`src/rtl/truth_table_sweeper.sv`:
```
// truth_table_sweeper: steps a combinational block through every input vector,
// compares each response with an expected truth table and holds the verdict.
module truth_table_sweeper #(
   parameter int N_IN         = 4,
   parameter int SETTLE       = 1,
   parameter int STOP_ON_FAIL = 0
) (
   input  logic                 clk,
   input  logic                 rst,
   input  logic                 start,
   input  logic                 abort,
   input  logic [2**N_IN-1:0]   expected,
   output logic [N_IN-1:0]      dut_in,
   input  logic                 dut_out,
   output logic                 busy,
   output logic                 done,
   output logic                 pass,
   output logic [N_IN:0]        fail_count,
   output logic [N_IN-1:0]      first_fail_idx,
   output logic [2**N_IN-1:0]   captured
);
   localparam int NV = 2**N_IN;
   typedef enum logic [1:0] {IDLE, HOLD, SAMPLE, FINISH} state_t;
   state_t            state_q, state_d;
   logic [N_IN-1:0]   idx_q, idx_d, ff_q, ff_d;
   logic [7:0]        cnt_q, cnt_d;
   logic [NV-1:0]     exp_q, exp_d, cap_q, cap_d;
   logic [N_IN:0]     fc_q, fc_d;
   logic              pass_q, pass_d, mis;
   state_t            vec_entry;
   assign vec_entry = (SETTLE == 0) ? SAMPLE : HOLD;
   assign mis = dut_out != exp_q[idx_q];
   always_comb begin
      state_d = state_q;
      idx_d   = idx_q;
      cnt_d   = cnt_q;
      exp_d   = exp_q;
      cap_d   = cap_q;
      fc_d    = fc_q;
      ff_d    = ff_q;
      pass_d  = pass_q;
      case (state_q)
         IDLE: if (start) begin
            state_d = vec_entry;
            exp_d   = expected;
            cap_d   = '0;
            fc_d    = '0;
            ff_d    = '0;
            pass_d  = 1'b0;
            idx_d   = '0;
            cnt_d   = '0;
         end
         HOLD: if (abort) begin
            state_d = IDLE;
            pass_d  = 1'b0;
         end else if (cnt_q == 8'(SETTLE - 1)) begin
            state_d = SAMPLE;
            cnt_d   = '0;
         end else begin
            cnt_d   = cnt_q + 8'd1;
         end
         SAMPLE: if (abort) begin
            state_d = IDLE;
            pass_d  = 1'b0;
         end else begin
            cap_d[idx_q] = dut_out;
            fc_d = fc_q + {{N_IN{1'b0}}, mis};
            ff_d = (mis && fc_q == '0) ? idx_q : ff_q;
            // Verdict is registered on the way into FINISH so it is valid alongside done.
            if ((&idx_q) || (STOP_ON_FAIL != 0 && mis)) begin
               state_d = FINISH;
               pass_d  = (fc_q == '0) && !mis;
            end else begin
               state_d = vec_entry;
               idx_d   = idx_q + 1'b1;
            end
         end
         default: state_d = IDLE;
      endcase
   end
   always_ff @(posedge clk) begin
      if (rst) begin
         state_q <= IDLE;
         idx_q   <= '0;
         cnt_q   <= '0;
         exp_q   <= '0;
         cap_q   <= '0;
         fc_q    <= '0;
         ff_q    <= '0;
         pass_q  <= 1'b0;
      end else begin
         state_q <= state_d;
         idx_q   <= idx_d;
         cnt_q   <= cnt_d;
         exp_q   <= exp_d;
         cap_q   <= cap_d;
         fc_q    <= fc_d;
         ff_q    <= ff_d;
         pass_q  <= pass_d;
      end
   end
   assign busy           = state_q == HOLD || state_q == SAMPLE;
   assign done           = state_q == FINISH;
   assign dut_in         = busy ? idx_q : '0;
   assign pass           = pass_q;
   assign fail_count     = fc_q;
   assign first_fail_idx = ff_q;
   assign captured       = cap_q;
endmodule

```
`config.mk`:
```
export PLATFORM = sky130hd
export DESIGN_NAME = truth_table_sweeper
export DESIGN_NICKNAME = d
export VERILOG_FILES = /design/src/rtl/truth_table_sweeper.sv
export SDC_FILE = /design/constraint.sdc
export NUM_CORES = 1
export LEC_CHECK = 0
export ABC_AREA = 1
export CAP_MARGIN = 20
export CORE_MARGIN = 2
export CORE_UTILIZATION = 52
export CTS_CLUSTER_SIZE = 25
export DETAILED_ROUTE_END_ITERATION = 10
export HOLD_SLACK_MARGIN = 0.06
export PLACE_DENSITY = 0.79
export SYNTH_ARGS = -nofsm -noshare
export SYNTH_HDL_FRONTEND = slang
export SYNTH_SLANG_ARGS = --single-unit
```
`constraint.sdc`:
```
create_clock -name clk -period 2.6 [get_ports clk]
set_input_delay 0.26 -clock clk [delete_from_list [all_inputs] [get_ports clk]]
set_output_delay 0.26 -clock clk [all_outputs]
set_load 0.02 [all_outputs]
```
==> impl_metrics.json, run 1 <==
{
  "ys_warn_count": 0,
  "irDropWorstVdd_uv": 340.9,
  "post-route-min-period_ns": 2.244,
  "final-hold-violation-count": 0,
  "num_antenna_cells": 0,
  "io-pin-count": 53,
  "synth_mux_area_share_pct": 0,
  "skew_ns": 0.009762,
  "grt_max_degree": 33,
  "worstPathArrival_ns": 2.46,
  "layout_setup_ws_ns": 0.3557,
  "synth_area_um2": 2935,
  "clock_latency_ns": 0.31,
  "synth_top_family_by_area": "simple AND/OR/NAND/NOR gates",
  "h-tree-depth": 2,
  "slew_headroom_pct": 60.43,
  "drv_cap": 0,
  "area_delta_synth_final_pct": 22.80,
  "gp_congestion": 0.8776,
  "synth_simple_gate_area_share_pct": 26.09,
  "max_freq_mhz": 445.6,
  "status": "finished, final reports clean",
  "fin_tns_setup_ns": 0,
  "worst_setup_path_end_kind": "flip-flop",
  "worstSetupStartpoint": "idx_q[1]",
  "fin_nets": 492,
  "whs_path_depth": 2,
  "synth_seq_cells": 56,
  "synth_adder_area_share_pct": 5.115,
  "synth-xor-area-share_pct": 0.8951,
  "preCtsSetupSlack_ns": 0.2215,
  "cts.sinks": 56,
  "path_class": "reg2reg",
  "cts_buffers": 5,
  "design_area_um2": 3605,
  "leakage_uw": 0.001425,
  "syn-instance-count": 411,
  "grt_first_pass_wirelength_mm": 10.88,
  "cts_setup_buffers": 0,
  "place_area_um2": 3496,
  "core_um2": 5473,
  "fin_util_pct": 65.87,
  "clk_pin_slew_ns": 0.10,
  "critPathLaunchType": "flip-flop",
  "die_x_um": 79.13,
  "period_share_pct": 86.32,
  "rows": 27,
  "hold_buffers": 0,
  "die_h_um": 79.13,
  "drt_iter0_drc": 144,
  "routedWlPerCell_um": 12.28,
  "grt_overflow": 0,
  "min-delay-start": "captured[2]",
  "dr.pass1.iters": 4,
  "grt_setup_unrepaired": "no",
  "postRouteAntennaNets": 0,
  "synth_area_per_cell_um2": 7.142,
  "clock_path_buffers": 2,
  "slew_viol_final": 0,
  "ys_seq_area_share_pct": 38.19,
  "p_per_area_nw_per_um2": 715.7,
  "setup_violations": 0,
  "via_count": 2715,
  "start_util_pct": 53.64,
  "routed_wl_mm": 6.532,
  "dieArea_um2": 6262,
  "min_path_type": "reg2reg",
  "drc_errors": 0,
  "worstMarginPinSlew_ns": 0.5917,
  "cts_tree": "yes",
  "yosysUniqueCellTypes": 33,
  "drive_gt1_share_pct": 10.22,
  "cts-root-buf": "clkbuf_8",
  "place.port_buffers": 52,
  "cts_resized": 0,
  "hpwl_mm": 4.883,
  "routed_via_density": 5.103,
  "cp_max_fo": 10,
  "required_ns": 2.81,
  "grt_use_total_pct": 21.68,
  "grt_pass1_vias": 2418,
  "r2r-start": "idx_q[1]",
  "worstRegToRegCells": 15,
  "antenna_found_initial": 0,
  "syn-num-nets": 444,
  "synth-compound-area-share_pct": 18.54,
  "power.total_uw": 2580
}
-- cell usage in the layout (no fill, tap or decap), types with 2 or more instances in the layout --
master           synthesis  final
nand2_1                 86     86
dfxtp_1                 56     55
inv_1                   54     54
clkdlybuf4s50_1          0     52
a21oi_1                 46     46
o21ai_0                 36     36
nor2_1                  31     31
nand3_1                 15     15
ha_1                    12     12
inv_2                   10     10
nand4_1                  6      6
nor3_1                   6      6
nand2_2                  5      5
clkbuf_8                 0      5
buf_4                    2      5
a21oi_2                  4      4
o21ai_2                  3      3
a211oi_1                 3      3
nand2_4                  3      3
xor2_1                   3      3
nor3b_1                  3      3
a21oi_4                  2      2
nor3_2                   2      2
o21ai_1                  2      2
-- through the flow --
| stage | hold WS, ns | cells |
|---|---|---|
| detailed placement | 0.4499 | 524 |
| CTS | 0.4644 | 532 |
| global route | 0.4882 | 532 |
| finish | 0.4632 | 532 |
| floorplan | 0.4293 | 411 |
| global placement | 0.4467 | 524 |
-- registers in the layout (all words and copies together) (netlist names) --
register	count
pass	1
idx_q	4
fail_count	5
captured	16
exp_q	16
first_fail_idx	4
cnt_q	8
state_q	2
-- synthesized netlist by cell type --
cell type / count / area share (%)
nor2_4: 1 / 0.38
a21oi_2: 4 / 1.2
nor3_1: 6 / 1.0
nand4_2: 1 / 0.43
inv_1: 54 / 6.9
nand4_1: 6 / 1.3
nand3_1: 15 / 2.6
buf_6: 2 / 0.77
nand3_2: 1 / 0.34
o21ai_2: 3 / 0.90
o21ai_1: 2 / 0.34
nor2_1: 31 / 4.0
o21bai_1: 1 / 0.26
nor3b_1: 3 / 0.77
a21oi_4: 2 / 1.1
buf_2: 4 / 0.68
nand2_2: 5 / 1.1
dfxtp_1: 56 / 38
a211oi_1: 3 / 0.77
clkbuf_1: 7 / 0.90
nor4_1: 1 / 0.21
nor2_8: 1 / 0.68
nand2_4: 3 / 1.2
a21oi_1: 46 / 7.8
buf_4: 2 / 0.51
xor2_1: 3 / 0.90
nor3_4: 1 / 0.55
ha_1: 12 / 5.1
nand2_1: 86 / 11
buf_1: 1 / 0.13
inv_2: 10 / 1.3
o21ai_0: 36 / 6.1
nor3_2: 2 / 0.68
-- report_power, final --
group | switching, uW | internal, uW | total, uW
sequential | 70.5 | 939 | 1010
clock | 280 | 287 | 567
combinational | 648 | 355 | 1000
total | 999 | 1580 | 2580
-- per-layer routing --
metal | vias up | global-route usage (%) | part of all wire (%)
li1 | 1412 | - | -
met2 | 60 | 36.78 | 48
met4 | 0 | 6.379 | 1.3
met1 | 1235 | 27.99 | 46
met5 | - | 0 | 0
met3 | 8 | 4.091 | 4.5
-- worst max-delay path, stage by stage (launching register included) --
cell and delay (ns):
dfxtp_1 0.57, inv_2 0.14, nand3_1 0.11, nand2_1 0.06, nand2_1 0.07, nand2_2 0.06
o21ai_2 0.16, nand2_1 0.11, inv_1 0.07, ha_1 0.17, ha_1 0.14, inv_1 0.05
nor3_2 0.20, nand2_1 0.07, nor2_1 0.12, nor3_2 0.05
-- path summary, 6_finish.rpt --
path	end	slack, ns
max	fail_count[4]	0.36
min	captured[2]	0.46
max reg2reg	fail_count[4]	0.36
min reg2reg	captured[2]	0.46
-- cells by family after synthesis --
| kind of cell | Yosys count |
|---|---|
| AOI/OAI and AO/OA | 97 |
| and+or+nand+nor | 163 |
| adders and majority gates | 12 |
| DFF | 56 |
| xor gates and xnor gates | 3 |
| buffers and inverters | 80 |
-- area by class of cell --
type                            count  area [um^2]
Multi-Input combinational cell    275         1486
Clock inverter                      2        35.03
Sequential cell                    56         1122
Fill cell                         513         1868
Clock buffer                        6        72.57
Tap cell                           72        90.09
Timing Repair Buffer               57        558.0
Inverter                           64        240.2
Power figures use the tool's default switching activity.
==> run 2, diff against run 1 <==
--- a/config.mk
+++ b/config.mk
@@ -11,6 +11,7 @@
 export CORE_UTILIZATION = 52
 export CTS_CLUSTER_SIZE = 25
 export DETAILED_ROUTE_END_ITERATION = 10
+export GPL_ROUTABILITY_DRIVEN = 1
 export HOLD_SLACK_MARGIN = 0.06
 export PLACE_DENSITY = 0.79
 export SYNTH_ARGS = -nofsm -noshare
==> results of run 2 <==
No change in the layout: final DEF, timing and power equal those of run 1.
